**config.mk**
```make
export PLATFORM = sky130hd
export DESIGN_NAME = uart_rx_fifo
export DESIGN_NICKNAME = d
export VERILOG_FILES = /design/src/rtl/uart_rx_fifo.sv
export SDC_FILE = /design/constraint.sdc
export NUM_CORES = 1
export LEC_CHECK = 0
export CORE_MARGIN = 10
export CORE_UTILIZATION = 50
export CTS_CLUSTER_SIZE = 14
export DETAILED_ROUTE_END_ITERATION = 8
export PLACE_DENSITY = 0.71
export SYNTH_ARGS = -nofsm -noshare
export SYNTH_HDL_FRONTEND = slang
export SYNTH_SLANG_ARGS = --single-unit
export TNS_END_PERCENT = 20
```
**constraint.sdc**
```tcl
create_clock -name clk -period 2.9 [get_ports clk]
set_clock_uncertainty 0.1 [all_clocks]
set_input_delay 0.725 -clock clk [delete_from_list [all_inputs] [get_ports clk]]
set_output_delay 0.725 -clock clk [all_outputs]
set_load 0.005 [all_outputs]
```
**src/rtl/uart_rx_fifo.sv**
```systemverilog
// ---------------------------------------------------------------------------
// uart_rx_fifo
//   8N1 UART receiver feeding a small first-word-fall-through byte FIFO.
//   Used to capture the SoC uart_tx line (printf / end-of-test strings) as a
//   valid/ready byte stream.
//
// Ports
//   clk          system clock, everything on the rising edge
//   rst_n        synchronous active-low reset
//   rx_i         asynchronous serial input, idle high
//   data_o       FIFO head byte (meaningful only while valid_o=1)
//   valid_o      FIFO non-empty
//   ready_i      consumer accepts head; a pop is valid_o && ready_i
//   count_o      current FIFO occupancy
//   frame_err_o  one-cycle pulse after a stop bit was sampled low
//   overflow_o   one-cycle pulse after a good byte was dropped (FIFO full)
//   busy_o       receiver is not idle
// ---------------------------------------------------------------------------
module uart_rx_fifo #(
    parameter int CLKS_PER_BIT = 32,
    parameter int FIFO_DEPTH   = 8
) (
    input  logic                              clk,
    input  logic                              rst_n,
    input  logic                              rx_i,
    output logic [7:0]                        data_o,
    output logic                              valid_o,
    input  logic                              ready_i,
    output logic [$clog2(FIFO_DEPTH+1)-1:0]   count_o,
    output logic                              frame_err_o,
    output logic                              overflow_o,
    output logic                              busy_o
);

    localparam int CW = $clog2(FIFO_DEPTH + 1);
    localparam int PW = $clog2(FIFO_DEPTH);
    localparam int TW = $clog2(CLKS_PER_BIT);
    localparam logic [TW-1:0] HALF_M1 = TW'(CLKS_PER_BIT / 2 - 1);
    localparam logic [TW-1:0] BIT_M1  = TW'(CLKS_PER_BIT - 1);
    localparam logic [CW-1:0] FULL_CNT = CW'(FIFO_DEPTH);

    typedef enum logic [2:0] {
        IDLE,
        START,
        DATA,
        STOP,
        WAIT_IDLE
    } state_t;

    // Input synchroniser plus one extra flop for start-edge detection.
    // All three reset to the idle line level so reset never fakes an edge.
    logic sync1_q, sync2_q, rxs_prev_q;
    logic rxs;

    assign rxs = sync2_q;

    always_ff @(posedge clk) begin
        if (!rst_n) begin
            sync1_q    <= 1'b1;
            sync2_q    <= 1'b1;
            rxs_prev_q <= 1'b1;
        end else begin
            sync1_q    <= rx_i;
            sync2_q    <= sync1_q;
            rxs_prev_q <= sync2_q;
        end
    end

    // Receiver FSM
    state_t          state_q;
    logic [TW-1:0]   cnt_q;
    logic [2:0]      bit_q;
    logic [7:0]      shift_q;
    logic            frame_err_q;
    logic            busy_q;

    always_ff @(posedge clk) begin
        if (!rst_n) begin
            state_q     <= IDLE;
            cnt_q       <= '0;
            bit_q       <= '0;
            shift_q     <= '0;
            frame_err_q <= 1'b0;
            busy_q      <= 1'b0;
        end else begin
            frame_err_q <= 1'b0;
            case (state_q)
                IDLE: begin
                    if (!rxs && rxs_prev_q) begin
                        state_q <= START;
                        cnt_q   <= '0;
                        busy_q  <= 1'b1;
                    end
                end
                START: begin
                    // Mid-start-bit check rejects glitches shorter than half a bit.
                    if (cnt_q == HALF_M1) begin
                        cnt_q <= '0;
                        bit_q <= '0;
                        if (rxs) begin
                            state_q <= IDLE;
                            busy_q  <= 1'b0;
                        end else begin
                            state_q <= DATA;
                        end
                    end else begin
                        cnt_q <= cnt_q + TW'(1);
                    end
                end
                DATA: begin
                    if (cnt_q == BIT_M1) begin
                        cnt_q   <= '0;
                        shift_q <= {rxs, shift_q[7:1]};  // LSB arrives first
                        bit_q   <= bit_q + 3'd1;
                        if (bit_q == 3'd7) begin
                            state_q <= STOP;
                        end
                    end else begin
                        cnt_q <= cnt_q + TW'(1);
                    end
                end
                STOP: begin
                    // Leaving at mid-stop gives half a bit of slack for a
                    // start edge that directly follows the stop bit.
                    if (cnt_q == BIT_M1) begin
                        cnt_q <= '0;
                        if (rxs) begin
                            state_q <= IDLE;
                            busy_q  <= 1'b0;
                        end else begin
                            state_q     <= WAIT_IDLE;
                            frame_err_q <= 1'b1;
                        end
                    end else begin
                        cnt_q <= cnt_q + TW'(1);
                    end
                end
                WAIT_IDLE: begin
                    // A held-low (break) line must go high before a new frame.
                    if (rxs) begin
                        state_q <= IDLE;
                        busy_q  <= 1'b0;
                    end
                end
                default: begin
                    state_q <= IDLE;
                    busy_q  <= 1'b0;
                end
            endcase
        end
    end

    // The push happens in the stop-sample cycle itself.
    logic push;
    assign push = (state_q == STOP) && (cnt_q == BIT_M1) && rxs;

    // FIFO
    logic [7:0]    mem_q [FIFO_DEPTH];
    logic [PW-1:0] wr_ptr_q, wr_ptr_d;
    logic [PW-1:0] rd_ptr_q, rd_ptr_d;
    logic [CW-1:0] count_q, count_d;
    logic          overflow_q;
    logic          full, pop, wr_en;

    assign full  = (count_q == FULL_CNT);
    assign pop   = valid_o && ready_i;
    // A concurrent pop frees a slot, so a push into a full FIFO still lands.
    assign wr_en = push && (!full || pop);

    always_comb begin
        wr_ptr_d = wr_ptr_q;
        rd_ptr_d = rd_ptr_q;
        count_d  = count_q;
        if (wr_en) begin
            wr_ptr_d = wr_ptr_q + PW'(1);
        end
        if (pop) begin
            rd_ptr_d = rd_ptr_q + PW'(1);
        end
        case ({wr_en, pop})
            2'b10:   count_d = count_q + CW'(1);
            2'b01:   count_d = count_q - CW'(1);
            default: count_d = count_q;
        endcase
    end

    always_ff @(posedge clk) begin
        if (!rst_n) begin
            wr_ptr_q   <= '0;
            rd_ptr_q   <= '0;
            count_q    <= '0;
            overflow_q <= 1'b0;
        end else begin
            wr_ptr_q   <= wr_ptr_d;
            rd_ptr_q   <= rd_ptr_d;
            count_q    <= count_d;
            overflow_q <= push && full && !pop;
        end
    end

    // Storage needs no reset: data_o is forced to 0 while the FIFO is empty.
    always_ff @(posedge clk) begin
        if (wr_en) begin
            mem_q[wr_ptr_q] <= shift_q;
        end
    end

    assign valid_o     = (count_q != '0);
    assign data_o      = valid_o ? mem_q[rd_ptr_q] : 8'h00;
    assign count_o     = count_q;
    assign frame_err_o = frame_err_q;
    assign overflow_o  = overflow_q;
    assign busy_o      = busy_q;

endmodule

```
==> summary.md <==
| Metric | Value |
|---|---|
| Vias in the first global route | around 2.5k |
| DR iter-0 viols | roughly 160 |
| Initial Utilization | 0.518 |
| Initial antenna violation count | 0 |
| Synth Warn # | 0 |
| Status | completed |
| Power Density | 651 mW/mm^2 |
| R2R Path Start | cnt_q[0] |
| Maximum vdd ir drop | approximately 0.27 mV |
| CTS Buf Count | 9 |
| Synth cell types | 54 |
| Post-synth EDFFs | 64 |
| TNS Setup | 0 ps |
| Core area | 0.00830 sq mm |
| Nets | 359 |
| # DRC | 0 |
| Root buf cell | clkbuf_8 |
| Area share of the largest cell type after synthesis | 0.447 |
| Final Critical Period | 2760 ps |
| Routed Antenna Nets | 0 |
| RSZ-0062 raised after global routing | no |
| Fmax | 0.363 GHz |
| Die Ht | 113 um |
| I/O Buffers | 19 |
| Clk Latency, worst-skew pair | 360 ps |
| WL/cell | 16.0 um |
| Class of the most critical setup path | reg -> out |
| Crit path capture type | output pin |
| Post-CTS setup buffer count | 0 |
| Layout cell share with drive strength beyond 1 | 0.174 |
| GP Congestion | 0.780 |
| Row count | 33 |
| Synth top cells by count | 64 x edfxtp_1, 38 x dfxtp_1, 34 x nand2_1 |
| Crit path launch type | flop |
| Critical Path RT | 2080 ps |
| FILL cells | 653 |
| Async set-or-reset flop fraction in the synthesized netlist | 0 |
| Die X | roughly 110 um |
| Lkg Pwr | 0.00168 uW |
| Max Cap Viol | 0 |
| Final Setup Violations | 0 |
| Die footprint | 0.0127 sq mm |
| Max Slew Vio Count | 0 |
| Final hold violations | 0 |
| Most numerous cell in the Yosys netlist | edfxtp_1 |
| Hold Path Class | reg -> reg |
| Avg Inst Size Synth | 13.6 sq um |
| GRT Resource Usage Total | 0.120 |
| Crit path max fanout | 16 |
| Seq cells post-synth | 102 |
| Hold_buf cts | 0 |
| Worst-Margin Slew | 555 ps |
| Largest net degree at the start of global routing | 27 |
| Ports | 20 |
| Area Overhead vs Synth | 13.2% |
| Synthesized area | around 0.0043 sq mm |
| Post-cts resize count | 9 |
| ANT cells | 0 |
| Power, Total | 3170 uW |
| Vias | approximately 2.5k |
| Post-synthesis sequential area ratio | 0.624 |
| Hpwl dp | 5100 um |
| Top cells by area, synth | edfxtp_1 45%, dfxtp_1 18%, mux4_2 8.4% |
| CTS tree | yes |
| Min-delay src | sync1_q |
| Mapped Cells | roughly 320 |
| H-tree depth | 3 |
| Clock Tree Buf Depth | 2 |
| Final worst-path cycle share | 0.951 |
| Clock sinks | between 100 and 150 |
| Clk slew on worst S/H paths | around 100 ps |
| Area leader, netlist | edfxtp_1 |
| GRT overflow | 0 |
| Dominant synthesized flop cell | edfxtp_1 |
| Relative slew slack | 0.626 |
| Pre-CTS setup slack | around 220 ps |
| DRT Pass-1 Iters | 4 |
| Via density | 5.42 |
| Routed wire length | 7310 um |
| Synth Net Count | 329 |
| Worst setup margin | 142 ps |
| First-pass GRT wire length | roughly 12,000 um |
| Arr. time, crit path | roughly 1900 ps |
[placed cells by master, fill, tap and decap left out, types with 5 or more instances in the layout]
master and count:
a21oi_1 18, buf_4 14, clkbuf_8 9, clkdlybuf4s50_1 11, dfxtp_1 37, dlygate4sd2_1 8
edfxtp_1 64, ha_1 9, mux2i_1 17, mux4_2 16, nand2_1 34, nand2b_1 13
nand3_1 5, nand3b_1 5, nor2_1 28, nor3_1 5
[registers in the layout, summed over array words and instances, names as in the netlist, named ones only]
signal       flops
rxs_prev_q       1
state_q          3
rxs              1
busy_o           1
rd_ptr_q         3
wr_ptr_q         3
frame_err_o      1
shift_q          8
overflow_o       1
count_o          4
cnt_q            5
sync1_q          1
bit_q            3
mem_q           64
[path summary, 6_finish.rpt]
check | depth (start not counted) | endpoint | slack [ps]
worst max register to register | 8 | mem_q[0][4] | 220
worst min-delay path | 1 | rxs | 320
worst max-delay path | 5 | data_o[1] | 140
worst min register to register | 1 | rxs | 320
[report_power, final]
part	internal (uW)	switching, uW
Sequential	1560	52.2
Combinational	340	310
Clock	411	494
[area by class of cell]
class / count / area (sq um) / share of cell area
Clock buffer: 9 / 124 / 0.0254
Clock inverter: 7 / 80.1 / 0.0164
Inverter: 5 / 21.3 / 0.00437
Multi-Input combinational cell: 194 / 1520 / 0.313
Sequential cell: 102 / 2680 / 0.551
Tap cell: 105 / 131 / 0.0270
Timing Repair Buffer: 34 / 305 / 0.0627
[metrics by stage]
stage                     cell area, sq um  instances  hold WS, ps  utilization
after floorplan                       4300        316          286            -
final                                 4870        456          322        0.587
after CTS                             4870        456          329        0.586
after global routing                  4870        456          361        0.587
after global placement                4670        440          296        0.563
after detailed placement              4670        440          306        0.563
[metal layers]
layer  wire length, um  vias up  track usage
met5                 0        -            0
met4                85        0       0.0406
met3               299        8       0.0333
met2              3490       36        0.187
met1              3430     1190        0.158
li1                  -     1236            -
[kinds of logic (layout without fill, tap and decap cells)]
logic type / count (synthesis) / after routing / synth area share
simple gates: 110 / 110 / 0.131
flops: 102 / 102 / 0.624
compound gates: 37 / 37 / 0.0591
mux: 35 / 35 / 0.131
buf+inv: 20 / 55 / 0.0224
fa+ha+maj: 9 / 9 / 0.0262
xor+xnor: 3 / 3 / 0.00611
[worst max-delay path, stage by stage, from the launching register on]
cell	delay, ps
dfxtp_2	350
buf_12	170
mux4_2	530
mux2i_1	170
nor2_1	70
dlygate4sd2_1	280
(Power assumes the default switching activity.)
